--- src/rtl/paddle_motion_ctrl_if.sv ---
// Key, control and position signals shared between the paddle controller and its driver.
interface paddle_motion_ctrl_if #(
    parameter int Y_W = 10
);
    logic           frame_tick;
    logic           enable;
    logic           center_req;
    logic           w_down;
    logic           s_down;
    logic           up_down;
    logic           down_down;
    logic [Y_W-1:0] left_y;
    logic [Y_W-1:0] right_y;
    logic           busy;
    logic           update_done;
    logic           overrun;

    modport master (
        output frame_tick, enable, center_req, w_down, s_down, up_down, down_down,
        input  left_y, right_y, busy, update_done, overrun
    );

    modport slave (
        input  frame_tick, enable, center_req, w_down, s_down, up_down, down_down,
        output left_y, right_y, busy, update_done, overrun
    );
endinterface

--- src/rtl/paddle_motion_ctrl.sv ---
// Two-paddle motion controller: one accelerating step/add/clamp unit shared by
// the left and right paddles through a four-state sequencer.
module paddle_motion_ctrl #(
    parameter int SCREEN_H    = 480,
    parameter int PADDLE_H    = 80,
    parameter int STEP_MIN    = 2,
    parameter int STEP_MAX    = 8,
    parameter int ACCEL_TICKS = 8,
    parameter int Y_W         = 10
) (
    input logic                 clk,
    input logic                 reset,
    paddle_motion_ctrl_if.slave bus
);

    localparam int CNT_W  = (ACCEL_TICKS > 1) ? $clog2(ACCEL_TICKS) : 1;
    localparam int STEP_W = $clog2(STEP_MAX + 1);

    localparam logic [Y_W-1:0]    Y_MAX    = Y_W'(SCREEN_H - PADDLE_H);
    localparam logic [Y_W-1:0]    Y_CENTER = Y_W'((SCREEN_H - PADDLE_H) / 2);
    localparam logic [STEP_W-1:0] STEP_LO  = STEP_W'(STEP_MIN);
    localparam logic [STEP_W-1:0] STEP_HI  = STEP_W'(STEP_MAX);
    localparam logic [CNT_W-1:0]  CNT_LAST = CNT_W'(ACCEL_TICKS - 1);

    typedef enum logic [1:0] {S_IDLE, S_LEFT, S_RIGHT, S_DONE} state_t;
    typedef enum logic [1:0] {DIR_HOLD, DIR_UP, DIR_DOWN} dir_t;

    state_t state;
    state_t state_next;

    // Index 0 is the left paddle, index 1 the right paddle.
    logic [Y_W-1:0]    y_q    [2];
    dir_t              dir_q  [2];
    logic [STEP_W-1:0] step_q [2];
    logic [CNT_W-1:0]  cnt_q  [2];
    logic [1:0]        snap_right;

    logic              sel;
    logic              key_up;
    logic              key_dn;
    logic              do_update;
    dir_t              dir_new;
    logic [STEP_W-1:0] step_base;
    logic [STEP_W-1:0] step_new;
    logic [CNT_W-1:0]  cnt_base;
    logic [CNT_W-1:0]  cnt_new;
    logic [Y_W-1:0]    y_cur;
    logic [Y_W-1:0]    y_new;
    logic [Y_W:0]      y_sum;

    always_ff @(posedge clk) begin
        if (!reset) begin
            state <= S_IDLE;
        end else begin
            state <= state_next;
        end
    end

    always_comb begin
        state_next = state;
        unique case (state)
            S_IDLE:  if (bus.frame_tick && bus.enable) state_next = S_LEFT;
            S_LEFT:  state_next = S_RIGHT;
            S_RIGHT: state_next = S_DONE;
            S_DONE:  state_next = S_IDLE;
            default: state_next = S_IDLE;
        endcase
        if (bus.center_req) begin
            state_next = S_IDLE;
        end
    end

    always_comb begin
        bus.busy        = (state != S_IDLE);
        bus.update_done = (state == S_DONE);
        bus.left_y      = y_q[0];
        bus.right_y     = y_q[1];
    end

    // The left paddle is updated on the accepting edge with the live keys, which
    // are its snapshot; the right paddle uses keys captured on that same edge.
    always_comb begin
        sel       = (state == S_LEFT);
        do_update = (state == S_LEFT) || ((state == S_IDLE) && bus.frame_tick && bus.enable);
        key_up    = sel ? snap_right[1] : bus.w_down;
        key_dn    = sel ? snap_right[0] : bus.s_down;

        dir_new = DIR_HOLD;
        if (key_up && !key_dn) begin
            dir_new = DIR_UP;
        end else if (key_dn && !key_up) begin
            dir_new = DIR_DOWN;
        end

        y_cur     = y_q[sel];
        step_base = step_q[sel];
        cnt_base  = cnt_q[sel];
        if ((dir_new != dir_q[sel]) || (dir_new == DIR_HOLD)) begin
            step_base = STEP_LO;
            cnt_base  = '0;
        end

        y_sum = {1'b0, y_cur} + (Y_W + 1)'(step_base);
        y_new = y_cur;
        unique case (dir_new)
            DIR_UP:   y_new = (y_cur >= Y_W'(step_base)) ? (y_cur - Y_W'(step_base)) : '0;
            DIR_DOWN: y_new = (y_sum > {1'b0, Y_MAX}) ? Y_MAX : y_sum[Y_W-1:0];
            default:  y_new = y_cur;
        endcase

        step_new = step_base;
        cnt_new  = cnt_base;
        if (dir_new != DIR_HOLD) begin
            if (cnt_base == CNT_LAST) begin
                cnt_new  = '0;
                step_new = (step_base >= STEP_HI) ? STEP_HI : (step_base + 1'b1);
            end else begin
                cnt_new = cnt_base + 1'b1;
            end
        end
    end

    always_ff @(posedge clk) begin
        if (!reset || bus.center_req) begin
            for (int i = 0; i < 2; i++) begin
                y_q[i]    <= Y_CENTER;
                dir_q[i]  <= DIR_HOLD;
                step_q[i] <= STEP_LO;
                cnt_q[i]  <= '0;
            end
            snap_right <= '0;
        end else if (do_update) begin
            y_q[sel]    <= y_new;
            dir_q[sel]  <= dir_new;
            step_q[sel] <= step_new;
            cnt_q[sel]  <= cnt_new;
            if (state == S_IDLE) begin
                snap_right <= {bus.up_down, bus.down_down};
            end
        end else if ((state == S_IDLE) && !bus.enable) begin
            for (int i = 0; i < 2; i++) begin
                dir_q[i]  <= DIR_HOLD;
                step_q[i] <= STEP_LO;
                cnt_q[i]  <= '0;
            end
        end
    end

    // A recenter in the same cycle as a stray tick wins and does not flag overrun.
    always_ff @(posedge clk) begin
        if (!reset) begin
            bus.overrun <= 1'b0;
        end else if (!bus.center_req && bus.frame_tick && (state != S_IDLE)) begin
            bus.overrun <= 1'b1;
        end
    end

endmodule
--- src/flat_wrapper.sv ---
// flat-port wrapper written by rule: the top's interface ports become plain ports
module paddle_motion_ctrl_flat 
#(
    parameter int SCREEN_H    = 480,
    parameter int PADDLE_H    = 80,
    parameter int STEP_MIN    = 2,
    parameter int STEP_MAX    = 8,
    parameter int ACCEL_TICKS = 8,
    parameter int Y_W         = 10
)
  (clk, reset, bus_frame_tick, bus_enable, bus_center_req, bus_w_down, bus_s_down, bus_up_down, bus_down_down, bus_left_y, bus_right_y, bus_busy, bus_update_done, bus_overrun);
  paddle_motion_ctrl_if #(.Y_W(Y_W)) bus_i ();
  input logic clk;
  input logic reset;
  input wire logic [$bits(bus_i.frame_tick)-1:0] bus_frame_tick;
  input wire logic [$bits(bus_i.enable)-1:0] bus_enable;
  input wire logic [$bits(bus_i.center_req)-1:0] bus_center_req;
  input wire logic [$bits(bus_i.w_down)-1:0] bus_w_down;
  input wire logic [$bits(bus_i.s_down)-1:0] bus_s_down;
  input wire logic [$bits(bus_i.up_down)-1:0] bus_up_down;
  input wire logic [$bits(bus_i.down_down)-1:0] bus_down_down;
  output wire logic [$bits(bus_i.left_y)-1:0] bus_left_y;
  output wire logic [$bits(bus_i.right_y)-1:0] bus_right_y;
  output wire logic [$bits(bus_i.busy)-1:0] bus_busy;
  output wire logic [$bits(bus_i.update_done)-1:0] bus_update_done;
  output wire logic [$bits(bus_i.overrun)-1:0] bus_overrun;
  assign bus_i.frame_tick = bus_frame_tick;
  assign bus_i.enable = bus_enable;
  assign bus_i.center_req = bus_center_req;
  assign bus_i.w_down = bus_w_down;
  assign bus_i.s_down = bus_s_down;
  assign bus_i.up_down = bus_up_down;
  assign bus_i.down_down = bus_down_down;
  assign bus_left_y = bus_i.left_y;
  assign bus_right_y = bus_i.right_y;
  assign bus_busy = bus_i.busy;
  assign bus_update_done = bus_i.update_done;
  assign bus_overrun = bus_i.overrun;
  paddle_motion_ctrl #(.SCREEN_H(SCREEN_H), .PADDLE_H(PADDLE_H), .STEP_MIN(STEP_MIN), .STEP_MAX(STEP_MAX), .ACCEL_TICKS(ACCEL_TICKS), .Y_W(Y_W)) u_core (.clk(clk), .reset(reset), .bus(bus_i));
endmodule
--- config.mk ---
export PLATFORM = sky130hd
export DESIGN_NAME = paddle_motion_ctrl_flat
export DESIGN_NICKNAME = d
export VERILOG_FILES = /design/src/rtl/paddle_motion_ctrl_if.sv /design/src/rtl/paddle_motion_ctrl.sv /design/src/flat_wrapper.sv
export SDC_FILE = /design/constraint.sdc
export NUM_CORES = 1
export LEC_CHECK = 0
export ABC_AREA = 1
export CORE_MARGIN = 2
export CORE_UTILIZATION = 50
export DETAILED_ROUTE_END_ITERATION = 10
export HOLD_SLACK_MARGIN = 0.1
export PLACE_DENSITY = 0.74
export RECOVER_POWER = 25
export SLEW_MARGIN = 30
export SYNTH_ARGS = -nofsm -noshare
export SYNTH_HDL_FRONTEND = slang
export SYNTH_SLANG_ARGS = --single-unit
--- constraint.sdc ---
create_clock -name clk -period 4.1 [get_ports clk]
set_input_delay 0.41 -clock clk [delete_from_list [all_inputs] [get_ports clk]]
set_output_delay 0.41 -clock clk [all_outputs]
set_load 0.01 [all_outputs]
==> results.py, run 1 <==
metrics = {
    "finish": {
        "area_delta_synth_final_pct": 17.96,
        "fin_area_sq_mm": 0.003625,
        "post-route-util": 0.6122,
        "diodes": 0,
        "drive_above_1_share": 0.1079,
        "seq_area_sq_mm": 0.001241,
        "nFillCells": 541,
        "multi_input_area_sq_mm": 0.001578,
        "fin_nets": 475,
    },
    "floorplanning": {
        "io_pins": 32,
        "die_width_um": 82.40,
        "rows": 28,
        "start_util": 0.5190,
        "core_area_sq_mm": 0.005921,
        "die_area_sq_mm": 0.006789,
        "die_h_um": 82.40,
    },
    "yosys": {
        "synthFlopType": "edfxtp_1",
        "ys_seq_elements": 43,
        "syn_nets": 436,
        "synth_top_area_cell": "edfxtp_1",
        "ys_types": 37,
        "synth_top_area_frac": 0.3713,
        "ys_seq_area_frac": 0.4039,
        "syn_area_sq_mm": 0.003073,
        "syn_avg_cell_area_sq_um": 7.588,
        "synth_edf_count": 38,
        "yosys_warnings": 0,
        "synth_cells": 405,
        "async_flop_share": 0,
        "synthTopCellsByArea": "edfxtp_1 (37%), nand2_1 (15%), ha_1 (8.1%)",
    },
    "timing": {
        "slew_headroom": 0.5931,
        "tightest_slew_ns": 0.6080,
        "fin_setup_tns_ns": 0,
        "period_needed_ns": 3.763,
        "hold_ws_ns": 0.4565,
        "slew_viol_final": 0,
        "hold_violations": 0,
        "setup_viol": 0,
        "fin_crit_sh": 0.9179,
        "rsz0062_at_grt": "false",
        "fin_skew_ns": 0.009606,
        "max_freq_ghz": 0.2657,
    },
    "clock_tree": {
        "insertion_delay_ns": 0.30,
        "clockBufferDepth": 2,
        "clock_sinks": 43,
        "cts_tree": "built",
        "cts_made_buffers": 5,
        "htreeDepth": 2,
        "cts-root-buf": "clkbuf_8",
        "path_clk_slew_ns": 0.09,
    },
    "drt": {
        "drc_errors": 0,
        "wire_per_inst_um": 14.10,
        "num_vias": 2754,
        "drt_iter0_drc": 196,
        "wl_um": 7334,
        "drt_pass1_iterations": 5,
        "ant_nets": 0,
        "vias_per_cell": 5.296,
    },
    "hold_path": {
        "holdPathStages": 2,
        "min_path_type": "reg2reg",
        "holdCritStartpoint": "u_core.snap_right[0]$_SDFFE_PP0P_",
    },
    "critical_path": {
        "r2r-start": "u_core.state[1]$_SDFFE_PP0P_",
        "startpoint": "u_core.state[1]$_SDFFE_PP0P_",
        "critPathArrivalTime_ns": 3.93,
        "start_kind": "register",
        "crit_fanout": 5,
        "cp-end-kind": "register",
        "r2r_cells": 24,
        "required_ns": 4.27,
        "path_class": "reg2reg",
    },
    "pwr": {
        "power.leakage_nw": 1.625,
        "ir_worst_vdd_mv": 0.2587,
        "p_total_mw": 1.109,
        "p_per_area_mw_per_mm2": 306.0,
    },
    "grt": {
        "gr-total-overflow": 0,
        "track_usage": 0.2329,
        "antenna_found_initial": 0,
        "grt_pass1_wl_um": 11980,
        "grt_pass1_vias": 2596,
        "grt_max_degree": 25,
    },
    "placement": {
        "io_buffers": 31,
        "dpl.hpwl_um": 5555,
        "gp_congestion": 0.9838,
        "dpl_cell_area_sq_mm": 0.003500,
    },
    "flow_run": {
        "maxCapViolations": 0,
    },
    "run_status": {
        "status": "finished clean",
    },
}
==> report_power, final <==
| group | switching, mW | internal (mW) | total, mW | leakage (nW) |
|---|---|---|---|---|
| Sequential | 0.00921 | 0.497 | 0.507 | 0.444 |
| Combinational | 0.206 | 0.113 | 0.318 | 1.14 |
| Clock | 0.162 | 0.122 | 0.284 | 0.0408 |
==> routing by layer <==
metal	share of wire	up-vias	wire length (um)	track usage
li1	-	1384	-	-
met1	0.45	1287	3328	0.3153
met2	0.49	69	3620	0.3806
met3	0.033	14	242	0.03043
met4	0.019	0	142	0.08667
met5	0	-	0	0
==> Yosys cell counts (2+ instances only) <==
master,number
inv_1,48
inv_4,2
a21oi_2,2
nand3_2,2
clkbuf_1,5
fa_1,2
inv_2,4
xor2_1,4
nand2_4,2
o31ai_1,2
nand2_2,7
edfxtp_1,38
nand2_1,124
buf_6,2
ha_1,20
nor2_2,3
nand3_1,26
o21ai_0,13
a21oi_1,17
dfxtp_1,5
nor3_2,2
nor2_1,43
nand4_1,8
nor3_1,4
buf_2,3
o21ai_1,6
==> registers in the layout, indices dropped and copies added, names as in the netlist <==
signal              count
u_core.bus.overrun      1
u_core.cnt_q            6
u_core.snap_right       2
u_core.step_q           8
u_core.state            2
u_core.dir_q            4
u_core.y_q             20
==> layout by cell type (no fill, tap or decap), types with 4 or more instances in the layout <==
master	synthesis	final
nand2_1	124	124
inv_1	48	48
nor2_1	43	44
edfxtp_1	38	38
nand3_1	26	26
dlygate4sd3_1	0	22
ha_1	20	19
a21oi_1	17	17
o21ai_0	13	11
buf_4	0	10
clkdlybuf4s50_1	0	9
nand4_1	8	8
nand2_2	7	7
o21ai_1	6	6
clkbuf_8	0	5
dfxtp_1	5	5
xor2_1	4	4
inv_2	4	4
nor3_1	4	4
==> final cells by class <==
type / count / share of cell area
repair buffers: 43 / 0.1125
multi-input cells: 296 / 0.4353
clock buffers: 5 / 0.01899
well taps: 75 / 0.02589
flip-flops and latches: 43 / 0.3424
inverters: 55 / 0.05834
clock inverters: 3 / 0.006559
==> per-stage QoR <==
step	setup WS [ns]	instances
finish	0.3366	520
detailed placement	0.04713	511
global route	0.01091	520
CTS	0.1559	519
global placement	0.1243	511
floorplan	0.008971	405
==> worst max-delay path, stage by stage, from the launching register on <==
cell and delay (ns):
dfxtp_1 0.36, inv_1 0.12, ha_4 0.21, o21ai_2 0.19, inv_1 0.06, ha_1 0.22, xor2_1 0.18, inv_1 0.06
nand2_1 0.13, inv_2 0.07, nand2_1 0.10, inv_1 0.09, ha_1 0.24, fa_1 0.41, nand3_1 0.12, nand2_1 0.13
nand2_1 0.10, nand2_1 0.05, nand2_1 0.11, nand3_1 0.10, nand2_2 0.12, nand3_2 0.11, o21ai_1 0.19, nand2_1 0.09
nand2_1 0.06
==> path summary, 6_finish.rpt <==
check	to	slack, ns
worst max-delay path	u_core.y_q[0][6]$_SDFFCE_PN1P_	0.34
worst max register to register	u_core.y_q[0][6]$_SDFFCE_PN1P_	0.34
worst min-delay path	u_core.snap_right[0]$_SDFFE_PP0P_	0.46
worst min register to register	u_core.snap_right[0]$_SDFFE_PP0P_	0.46
==> kinds of logic (layout without fill, tap and decap cells) <==
group | Yosys count | in the layout | share of synthesized area
DFF | 43 | 43 | 0.4039
adders and majority gates | 22 | 22 | 0.09446
xor gates and xnor gates | 5 | 5 | 0.01425
and+or+nand+nor | 226 | 226 | 0.3221
AOI/OAI and AO/OA | 43 | 43 | 0.07696
buffers and inverters | 66 | 106 | 0.08835
==> repair_timing <==
action | in CTS | in global routing
endpoints found under the hold margin | 0 | 0
setup buffers | 0 | 0
endpoints found under the setup margin | 0 | 19
hold buffers | 0 | 0
resized for setup | 0 | 8
Note: power is estimated with default switching activity, not from simulation.
==> run 2: changes to the inputs <==
--- a/config.mk
+++ b/config.mk
@@ -7,10 +7,9 @@
 export LEC_CHECK = 0
 export ABC_AREA = 1
 export CORE_MARGIN = 2
-export CORE_UTILIZATION = 50
+export CORE_UTILIZATION = 31
 export DETAILED_ROUTE_END_ITERATION = 10
 export HOLD_SLACK_MARGIN = 0.1
-export PLACE_DENSITY = 0.74
 export RECOVER_POWER = 25
 export SLEW_MARGIN = 30
 export SYNTH_ARGS = -nofsm -noshare
==> run 2 against run 1 <==
Clock skew is 0.0029 ns lower. Sequential cell count stayed put. Non-clock buffer count is 4 higher. Register-to-register slack improved by 0.06 ns. Global-route usage decreased by 8.8 points. Largest cell class unchanged.
==> results.py, run 2 (synthesis gave the netlist of run 1 again) <==
metrics = {
    "clock_tree": {
        "cts_made_buffers": 5,
        "cts-root-buf": "clkbuf_8",
        "holdBufCountCts": 0,
        "post_cts_buffers": 0,
        "clock_sinks": 43,
        "insertion_delay_ns": 0.29,
        "path_clk_slew_ns": 0.08,
        "clockBufferDepth": 2,
        "cts-resized-gates": 0,
        "cts_tree": "built",
        "htreeDepth": 2,
    },
    "flow_run": {
        "maxCapViolations": 0,
    },
    "timing": {
        "max_freq_ghz": 0.2699,
        "hold_violations": 0,
        "rsz0062_at_grt": "false",
        "tightest_slew_ns": 0.5849,
        "fin_setup_tns_ns": 0,
        "fin_crit_sh": 0.9037,
        "setup_viol": 0,
        "period_needed_ns": 3.705,
        "slew_headroom": 0.6060,
        "hold_ws_ns": 0.4534,
        "fin_skew_ns": 0.006715,
        "slew_viol_final": 0,
    },
    "finish": {
        "post-route-util": 0.3862,
        "drive_above_1_share": 0.1136,
        "mostFrequentLayoutCells": "nand2_1 (124), inv_1 (48), nor2_1 (44), edfxtp_1 (38), nand3_1 (26)",
        "fin_area_sq_mm": 0.003740,
        "top_register": "u_core.y_q",
        "area_delta_synth_final_pct": 21.70,
        "diodes": 0,
        "fin_nets": 479,
        "nFillCells": 993,
        "stdcell_count": 582,
        "final_common_cell": "nand2_1",
        "top_regs": "u_core.y_q (20), u_core.step_q (8), u_core.cnt_q (6)",
        "largest_reg_flops": 20,
    },
    "floorplanning": {
        "rows": 36,
        "die_area_sq_mm": 0.01072,
        "die_h_um": 103.6,
        "die_width_um": 103.6,
        "core_area_sq_mm": 0.009684,
        "start_util": 0.3173,
        "io_pins": 32,
    },
    "critical_path": {
        "start_kind": "register",
        "r2r_cells": 23,
        "slowest_delay_ns": 0.42,
        "required_ns": 4.13,
        "critPathArrivalTime_ns": 3.73,
        "crit_fanout": 5,
        "path_buf_inv": 5,
        "crit_chain": "inv_1 -> ha_4 -> o21ai_2 -> inv_1 -> ha_1 -> xor2_1 -> inv_1 -> nand2_1 -> inv_2 -> nand2_1 -> inv_1 -> ha_1 -> fa_1 -> nand3_1 -> nand2_1 -> nand4_1 -> nand2_1 -> nor2_2 -> nand2_2 -> nand3_2 -> nand2_1 -> nand2_1 -> a21oi_1",
        "cp-end-kind": "register",
        "path_class": "reg2reg",
        "path_delay_family": "simple AND/OR/NAND/NOR gates",
        "r2r-start": "u_core.state[1]$_SDFFE_PP0P_",
        "r2r_slack_ns": 0.39,
        "r2r-end": "u_core.y_q[1][0]$_SDFFCE_PN0P_",
        "path_common_cell": "nand2_1",
        "critPathSlowestCell": "fa_1",
    },
    "drt": {
        "drc_errors": 0,
        "vias_per_cell": 4.699,
        "drt_iter0_drc": 175,
        "ant_nets": 0,
        "wire_per_inst_um": 12.80,
        "num_vias": 2735,
        "wl_um": 7447,
        "drt_pass1_iterations": 4,
    },
    "grt": {
        "use_met2": 0.2517,
        "track_usage": 0.1450,
        "grt_pass1_wl_um": 12740,
        "grt_pass1_vias": 2722,
        "grtUsageMet3": 0.01699,
        "top_usage_layer": "met2",
        "grt_max_degree": 25,
        "antenna_found_initial": 0,
        "use_met1": 0.1910,
        "gr-total-overflow": 0,
    },
    "pwr": {
        "ir_worst_vdd_mv": 0.1658,
        "power.leakage_nw": 1.660,
        "p_per_area_mw_per_mm2": 308.0,
    },
    "hold_path": {
        "hold_path_end": "u_core.snap_right[0]$_SDFFE_PP0P_",
        "min_path_type": "reg2reg",
        "holdCritStartpoint": "u_core.snap_right[0]$_SDFFE_PP0P_",
        "holdPathStages": 2,
    },
    "placement": {
        "dpl.hpwl_um": 5825,
        "gp_congestion": 0.9117,
        "place_inst": 573,
        "dpl_cell_area_sq_mm": 0.003602,
        "io_buffers": 31,
    },
    "run_status": {
        "status": "finished clean",
    },
}
run 2: cell types whose count changed in the layout (fill, tap and decap cells not counted), sizes merged:
cell and change:
buf +5, clkinv +2, clkinvlp -2, bufinv +1, clkbuf -1, clkdlybuf4s50 +1
dlygate4sd3 -1, inv -1
run 2: worst max-delay path by stage:
| stage | start | endpoint | depth (start not counted) |
|---|---|---|---|
| after floorplan | u_core.state[1]$_SDFFE_PP0P_ | u_core.y_q[0][7]$_SDFFCE_PN1P_ | 30 |
| after global placement | bus_s_down | u_core.y_q[1][0]$_SDFFCE_PN0P_ | 24 |
| after detailed placement | bus_s_down | u_core.y_q[1][0]$_SDFFCE_PN0P_ | 25 |
| after CTS | u_core.state[1]$_SDFFE_PP0P_ | u_core.y_q[1][6]$_SDFFCE_PN1P_ | 25 |
| after global routing | u_core.state[1]$_SDFFE_PP0P_ | u_core.y_q[1][8]$_SDFFCE_PN0P_ | 26 |
| final | u_core.state[1]$_SDFFE_PP0P_ | u_core.y_q[1][0]$_SDFFCE_PN0P_ | 23 |
run 2: routing by layer:
metal | up-vias | share of wire
met5 | - | 0
met4 | 0 | 0.0085
met3 | 7 | 0.047
met2 | 59 | 0.48
met1 | 1278 | 0.47
li1 | 1391 | -
run 2: worst reg2reg max path, cell delays in order, from the launching register on:
cell,delay [ns]
dfxtp_1,0.36
inv_1,0.11
ha_4,0.20
o21ai_2,0.19
inv_1,0.06
ha_1,0.22
xor2_1,0.16
inv_1,0.05
nand2_1,0.17
inv_2,0.07
nand2_1,0.09
inv_1,0.09
ha_1,0.24
fa_1,0.42
nand3_1,0.12
nand2_1,0.12
nand4_1,0.13
nand2_1,0.09
nor2_2,0.12
nand2_2,0.09
nand3_2,0.09
nand2_1,0.08
nand2_1,0.10
a21oi_1,0.07
run 2: through the flow:
step	power [mW]	worst slack (ns)
after global placement	0.8367	0.07388
after floorplan	0.7321	0.008971
final	1.152	0.3949
after CTS	1.164	0.1876
after global routing	1.226	0.006159
after detailed placement	0.8376	0.04952
run 2: cell type report:
type	instances	area, sq um	share of cell area
multi-input combinational	296	1578	0.4219
sequential	43	1241	0.3319
timing repair buffer	47	435.4	0.1164
inverter	55	211.5	0.05654
tap	133	166.4	0.04450
clock buffer	5	68.82	0.01840
clock inverter	3	38.79	0.01037
run 2: power breakdown:
part	internal, mW	total, mW	switching [mW]
Combinational	0.116	0.321	0.205
Clock	0.178	0.324	0.146
Sequential	0.497	0.507	0.00929
Total	0.792	1.15	0.360
